**config.mk**
```make
export PLATFORM = sky130hd
export DESIGN_NAME = mem_arbiter
export DESIGN_NICKNAME = d
export VERILOG_FILES = /design/src/rtl/mem_arbiter.sv
export SDC_FILE = /design/constraint.sdc
export NUM_CORES = 1
export LEC_CHECK = 0
export ABC_AREA = 1
export CAP_MARGIN = 20
export CORE_AREA = 2 2 209 211
export CTS_BUF_LIST = sky130_fd_sc_hd__clkbuf_16
export DETAILED_ROUTE_END_ITERATION = 16
export DIE_AREA = 0 0 211 213
export PLACE_DENSITY = 0.63
export SLEW_MARGIN = 0
export SYNTH_ARGS = -nofsm -noshare
export SYNTH_HDL_FRONTEND = slang
export SYNTH_SLANG_ARGS = --single-unit
```
**constraint.sdc**
```tcl
create_clock -name clk -period 3.81 [get_ports clk]
set_input_delay 0.9525 -clock clk [delete_from_list [all_inputs] [get_ports clk]]
set_output_delay 0.9525 -clock clk [all_outputs]
set_load 0.02 [all_outputs]
```
**src/rtl/mem_arbiter.sv**
```systemverilog
// Two-requester arbiter (fetch, load/store) onto one shared memory port.
// Load/store has priority; a starvation counter guarantees fetch a grant eventually.
module mem_arbiter #(
    parameter int STARVE_LIMIT = 4
) (
    input  logic        clk,
    input  logic        rst,
    input  logic        if_req,
    input  logic [63:0] if_addr,
    output logic        if_gnt,
    output logic        if_rvalid,
    output logic [63:0] if_rdata,
    input  logic        ls_req,
    input  logic        ls_we,
    input  logic [63:0] ls_addr,
    input  logic [63:0] ls_wdata,
    input  logic [7:0]  ls_wmask,
    output logic        ls_gnt,
    output logic        ls_rvalid,
    output logic [63:0] ls_rdata,
    output logic        mem_req,
    output logic        mem_we,
    output logic [63:0] mem_addr,
    output logic [63:0] mem_wdata,
    output logic [7:0]  mem_wmask,
    input  logic        mem_ready,
    input  logic        mem_rvalid,
    input  logic [63:0] mem_rdata
);

    localparam int CW = (STARVE_LIMIT < 1) ? 1 : $clog2(STARVE_LIMIT + 1);

    typedef enum logic [1:0] {
        IDLE = 2'd0,
        REQ  = 2'd1,
        WAIT = 2'd2
    } state_t;

    state_t          state;
    state_t          state_nxt;
    logic            owner_ls;
    logic [CW-1:0]   starve_cnt;
    logic            starved;
    logic            pick_ls;
    logic            pick_if;

    always_comb begin
        starved   = (starve_cnt == CW'(STARVE_LIMIT));
        pick_ls   = 1'b0;
        pick_if   = 1'b0;
        state_nxt = state;
        case (state)
            IDLE: begin
                // Fetch only overrides load/store once it has waited the full limit.
                if (ls_req && !(if_req && starved)) begin
                    pick_ls   = 1'b1;
                    state_nxt = REQ;
                end else if (if_req) begin
                    pick_if   = 1'b1;
                    state_nxt = REQ;
                end
            end
            REQ:     if (mem_ready)  state_nxt = WAIT;
            WAIT:    if (mem_rvalid) state_nxt = IDLE;
            default: state_nxt = IDLE;
        endcase
    end

    always_ff @(posedge clk or negedge rst) begin
        if (!rst) state <= IDLE;
        else      state <= state_nxt;
    end

    always_ff @(posedge clk or negedge rst) begin
        if (!rst) begin
            owner_ls   <= 1'b0;
            starve_cnt <= '0;
            if_gnt     <= 1'b0;
            ls_gnt     <= 1'b0;
            if_rvalid  <= 1'b0;
            ls_rvalid  <= 1'b0;
            if_rdata   <= '0;
            ls_rdata   <= '0;
            mem_req    <= 1'b0;
            mem_we     <= 1'b0;
            mem_addr   <= '0;
            mem_wdata  <= '0;
            mem_wmask  <= '0;
        end else begin
            if_gnt    <= pick_if;
            ls_gnt    <= pick_ls;
            if_rvalid <= 1'b0;
            ls_rvalid <= 1'b0;

            if (pick_ls || pick_if) begin
                owner_ls  <= pick_ls;
                mem_req   <= 1'b1;
                mem_we    <= pick_ls & ls_we;
                mem_addr  <= pick_ls ? ls_addr : if_addr;
                mem_wdata <= pick_ls ? ls_wdata : '0;
                mem_wmask <= pick_ls ? ls_wmask : '0;
            end

            if (state == REQ && mem_ready) mem_req <= 1'b0;

            if (state == WAIT && mem_rvalid) begin
                if (owner_ls) begin
                    ls_rvalid <= 1'b1;
                    ls_rdata  <= mem_we ? '0 : mem_rdata;
                end else begin
                    if_rvalid <= 1'b1;
                    if_rdata  <= mem_rdata;
                end
            end

            if (!if_req || pick_if)                    starve_cnt <= '0;
            else if (pick_ls && !starved)              starve_cnt <= starve_cnt + CW'(1);
        end
    end

endmodule

```
# After elaboration in Yosys (flattened, before gate mapping)
# Index checks and enable logic that the tools add are counted.
word_totals:
  register_bits: 276
  in_bits: 271
  out_inout_bits: 270
op_classes:
  n_addsub: 1
  n_eq_ne: 6
  n_mux: 22
  bitwise_logic: 2
  reduce_logical: 16
ops:
  columns: ["op", "count"]
  rows:
  - ["$mux 64", 3]
  - ["$mux 1", 11]
  - ["$mux 2", 4]
  - ["$mux 8", 1]
  - ["$mux 3", 2]
  - ["$pmux 2 s3", 1]
  - ["$logic_and 1x1->1", 5]
  - ["$ne 2x2->1 const B", 2]
  - ["$reduce_and 2->1", 2]
  - ["$reduce_bool 2->1", 2]
  - ["$add 3x1->3 const B", 1]
  - ["$eq 3x3->1 const B", 1]
  - ["$logic_not 1->1", 3]
  - ["$ne 3x3->1 const B", 1]
  - ["$reduce_and 3->1", 1]
  - ["$eq 2x1->1 const B", 1]
  - ["$eq 2x2->1 const B", 1]
  - ["$logic_not 2->1", 1]
  - ["$logic_or 1x1->1", 2]
  - ["$and 1x1->1", 1]
  - ["$not 1->1", 1]

# Depth between registers and ports, before layout
depth:
  ltp_word: 9
  ltp_mapped: 9
  mapped_depth_nobuf: 7

# Worst setup path before layout
# OpenSTA, ideal clock, no wires.
synth_path:
  path_type: "input to register"
  startpoint: "input port if_req"
  endpoint: "register mem_addr[24]"
  setup_ps: 117
  t_arrival_ps: 1719
  required_ps: 3693
  slack_ps: 1975
  stages: 6
  cell_sequence: "nand3_1 -> buf_2 -> buf_1 -> nand4_1 -> nand2_1 -> nand2_1"
synth_between:
  elab_chain_cells: 6
  word_cells_on_any_way: 10
  classes_between: "mux: 6; reduce/logical: 4"
synth_lines:
  columns: ["item", "line", "text"]
  rows:
  - ["from (decl)", "8", "input logic if_req,"]
  - ["$logic_and 1x1->1", "55", "if (ls_req && !(if_req && starved)) begin"]
  - ["$logic_not 1->1", "55", null]
  - ["$logic_and 1x1->1", "55", null]
  - ["$mux 1", "55", null]
  - ["$mux 1", "52", "case (state)"]
  - ["$mux 64 / $logic_or 1x1->1 (equally long branches)", "99, 95", null]
  - ["to (signal assigned)", "99", "mem_addr <= pick_ls ? ls_addr : if_addr;"]
  - ["to (decl)", "23", "output logic [63:0] mem_addr,"]
# Parallel ways exist; a longest one is shown, timed or not.
# A chain may end at the register's enable or synchronous reset.

# Worst setup path after layout
layout_path:
  startpoint: "register mem_req"
  endpoint: "output port mem_req"
layout_rtl:
  columns: ["item", "line", "text"]
  rows:
  - ["from (decl)", "21", "output logic mem_req,"]
  - ["from (signal assigned)", "84", "mem_req <= 1'b0;"]
  - ["from (signal assigned)", "97", "mem_req <= 1'b1;"]
  - ["from (signal assigned)", "104", "if (state == REQ && mem_ready) mem_req <= 1'b0;"]
# No word-level cell between the ends.

==> metrics.txt <==
area leader, netlist=dfrtp_1; Arr. time, crit path=~1.7 ns; CTS buffer count=31; r2r setup slk=around 1.8 ns; HP Class=input pin to async pin; Worst-path clk slew=0.06 ns; Die Footprint=between 40,000 and 50,000 um2; Area Overhead vs Synth=58.2%; cts repair resizes=0; Slew Limit Fails=0; Post-DP Area=17,700 um2; Worst Path Buf+Inv=1; WL/cell=roughly 17 um; startpoint types=flip-flop; VDD IR max=~0.4 mV; synth top area cells=dfrtp_1 (58%), nand2_1 (23%), o21ai_1 (5.0%); Total Routing Usage GR=0.184; Sink Count=276; Final Non-Filler Cells=2,526; complex-gate fraction of the synthesized area=0.0593; PD cells=between 800 and 900 nW/um2; RSZ-0062 raised after global routing=false; crit path capture=mem_req; first-pass GRT wire length=approximately 65,000 um; r2r worst-path depth=6; largest family of logic cells by synthesized area=simple AND/OR/NAND/NOR gates; layout net count=2,227; required time worst endpoint=between 2 and 3 ns; final WL=between 40,000 and 50,000 um; CP Launch Point=mem_req$_DFFE_PN0P_; r2r startpoint=state[1]$_DFFE_PN0P_; chip height=~210 um; number of global-route vias before repair=~11,000; drt drc=0; Post CTS Setup Buffer Count=0; final instance area=around 19,000 um2; mux cell area share after synthesis=0; #FFs+latches synth=around 280; sequential area share after synthesis=0.584; fraction of layout cells with a size suffix above 1=0.0374; Setup TNS Final=0 ns; Cells after DPL=2,467; net count after synthesis=1,729; commonest non-fill, non-tap cells in the layout=nand2_1 (734), clkdlybuf4s50_1 (538), dfrtp_1 (276); port bufs=540; Worst-Skew Late Latency=approximately 0.57 ns; DPL Wire Length=roughly 30,000 um; relative slew slack=0.441; Crit Path Category=flip-flop to output pin; CP max stage delay=~0.80 ns; Worst path slowest cell=clkdlybuf4s50_1; CP Depth=1; Worst setup EP type=output pin; most common cell after layout, fill and taps aside=nand2_1; Ys Warns=0; die width=211 um; crit path cell chain=clkdlybuf4s50_1; CTS root buf=clkbuf_16; worst-path maximum fanout=2; routed vias/inst=4.53; LEAKAGE=9.20 nW; Top Family by Delay on Critical Path=buffers and inverters; # Max-Cap Violations=0; maximum root-to-sink buffer count=3; Fin Hold WS=between 0.3 and 0.4 ns; 1st-pass router iterations=5; antenna-violating nets left=0; RR Endpoint=ls_rdata[5]$_DFFE_PN0P_; Clock Skew=a little under 0.009 ns; XOR/XNOR Fraction of Synth Area=0.000741; Hold-fix buffers, CTS=0; Post-Route Utilization=0.438; Initial Util=0.277; total number of vias=around 11,000; Adder-Cell Fraction of Synth Area=0.00212; H-tree depth=1; Rows=76; mapped cell area=11,800 um2; Initial DRC Count=~840; Synth Area per Inst=~8.1 um2; largest net degree at the start of global routing=108; total I/O pin count=541; max frequency=approximately 0.37 GHz; fin crit period=between 2 and 3 ns; CORE AREA=42,700 um2; status=complete, no violations; initial antenna violation count=5; period utilisation layout=0.701; Worst-Margin Slew=~0.84 ns; routability cong.=roughly 0.85; grt ovf=0; CTS tree=yes; Final Hold Viols=0; post-synth top area share=0.584; Synth cell types=19; Synth Instances=about 1,500; simple-gate share of the synthesized area=0.271; count of final setup violators=0
-- state kept, by name, summed over array words and instances, names as in the netlist, 2 cells and up --
register and flops:
if_rdata 64, ls_rdata 64, mem_addr 64, mem_wdata 64, mem_wmask 8, starve_cnt 3, state 2
-- layer usage --
metal,track usage,part of all wire,vias up
li1,-,-,5471
met1,0.217,0.39,5429
met2,0.317,0.49,477
met3,0.0621,0.10,74
met4,0.0576,0.027,4
met5,0,0.00063,-
-- cell families (layout without fill, tap and decap cells) --
logic type,after synthesis,count (layout)
buf+inv,231,753
other cells,0,2
fa+ha+maj,2,2
simple gates,807,807
flops,276,276
compound gates,139,139
xor+xnor,1,1
-- Yosys cell counts, drive strengths merged --
cell type and count:
a21oi 1, buf 75, clkbuf 18, dfrtp 276, ha 2, inv 138
nand2 735, nand3 5, nand4 64, nor2 3, o21a 1, o21ai 136
o31ai 1, xor2 1
-- how the worst min path moves through the flow --
stage	from	endpoint	cells past startpoint	slack, ns
3_3_place_gp	mem_wdata[17]$_DFFE_PN0P_	mem_wdata[17]$_DFFE_PN0P_	2	0.46
3_5_place_dp	mem_wdata[25]$_DFFE_PN0P_	mem_wdata[25]$_DFFE_PN0P_	2	0.46
2_1_floorplan	owner_ls$_DFFE_PN0P_	owner_ls$_DFFE_PN0P_	2	0.51
5_1_grt	rst	mem_addr[37]$_DFFE_PN0P_	1	0.37
4_1_cts	rst	mem_addr[37]$_DFFE_PN0P_	1	0.35
6_report	rst	mem_addr[37]$_DFFE_PN0P_	1	0.34
-- stage by stage --
stage          total power, mW  setup WS [ns]
6_report                  15.9           1.14
5_1_grt                   16.9          0.979
4_1_cts                   16.1          0.999
3_5_place_dp              13.2          0.710
3_3_place_gp              13.0          0.827
2_1_floorplan             9.04           1.97
-- area by class of cell --
| class | instances | area [um2] |
|---|---|---|
| sequential | 276 | 6910 |
| clock inverter | 26 | 183 |
| clock buffer | 31 | 776 |
| inverter | 138 | 518 |
| tap | 546 | 683 |
| multi-input combinational | 949 | 3980 |
| timing repair buffer | 558 | 5640 |
| fill | 4226 | 24000 |
| antenna | 2 | 5.00 |
-- power by group --
part           leakage [nW]  switching, mW  internal [mW]
registers              3.45          0.822           4.31
logic                  5.27           4.50           3.42
clock network         0.476           1.24           1.61
total                  9.20           6.56           9.34
Power figures use the tool's default switching activity.
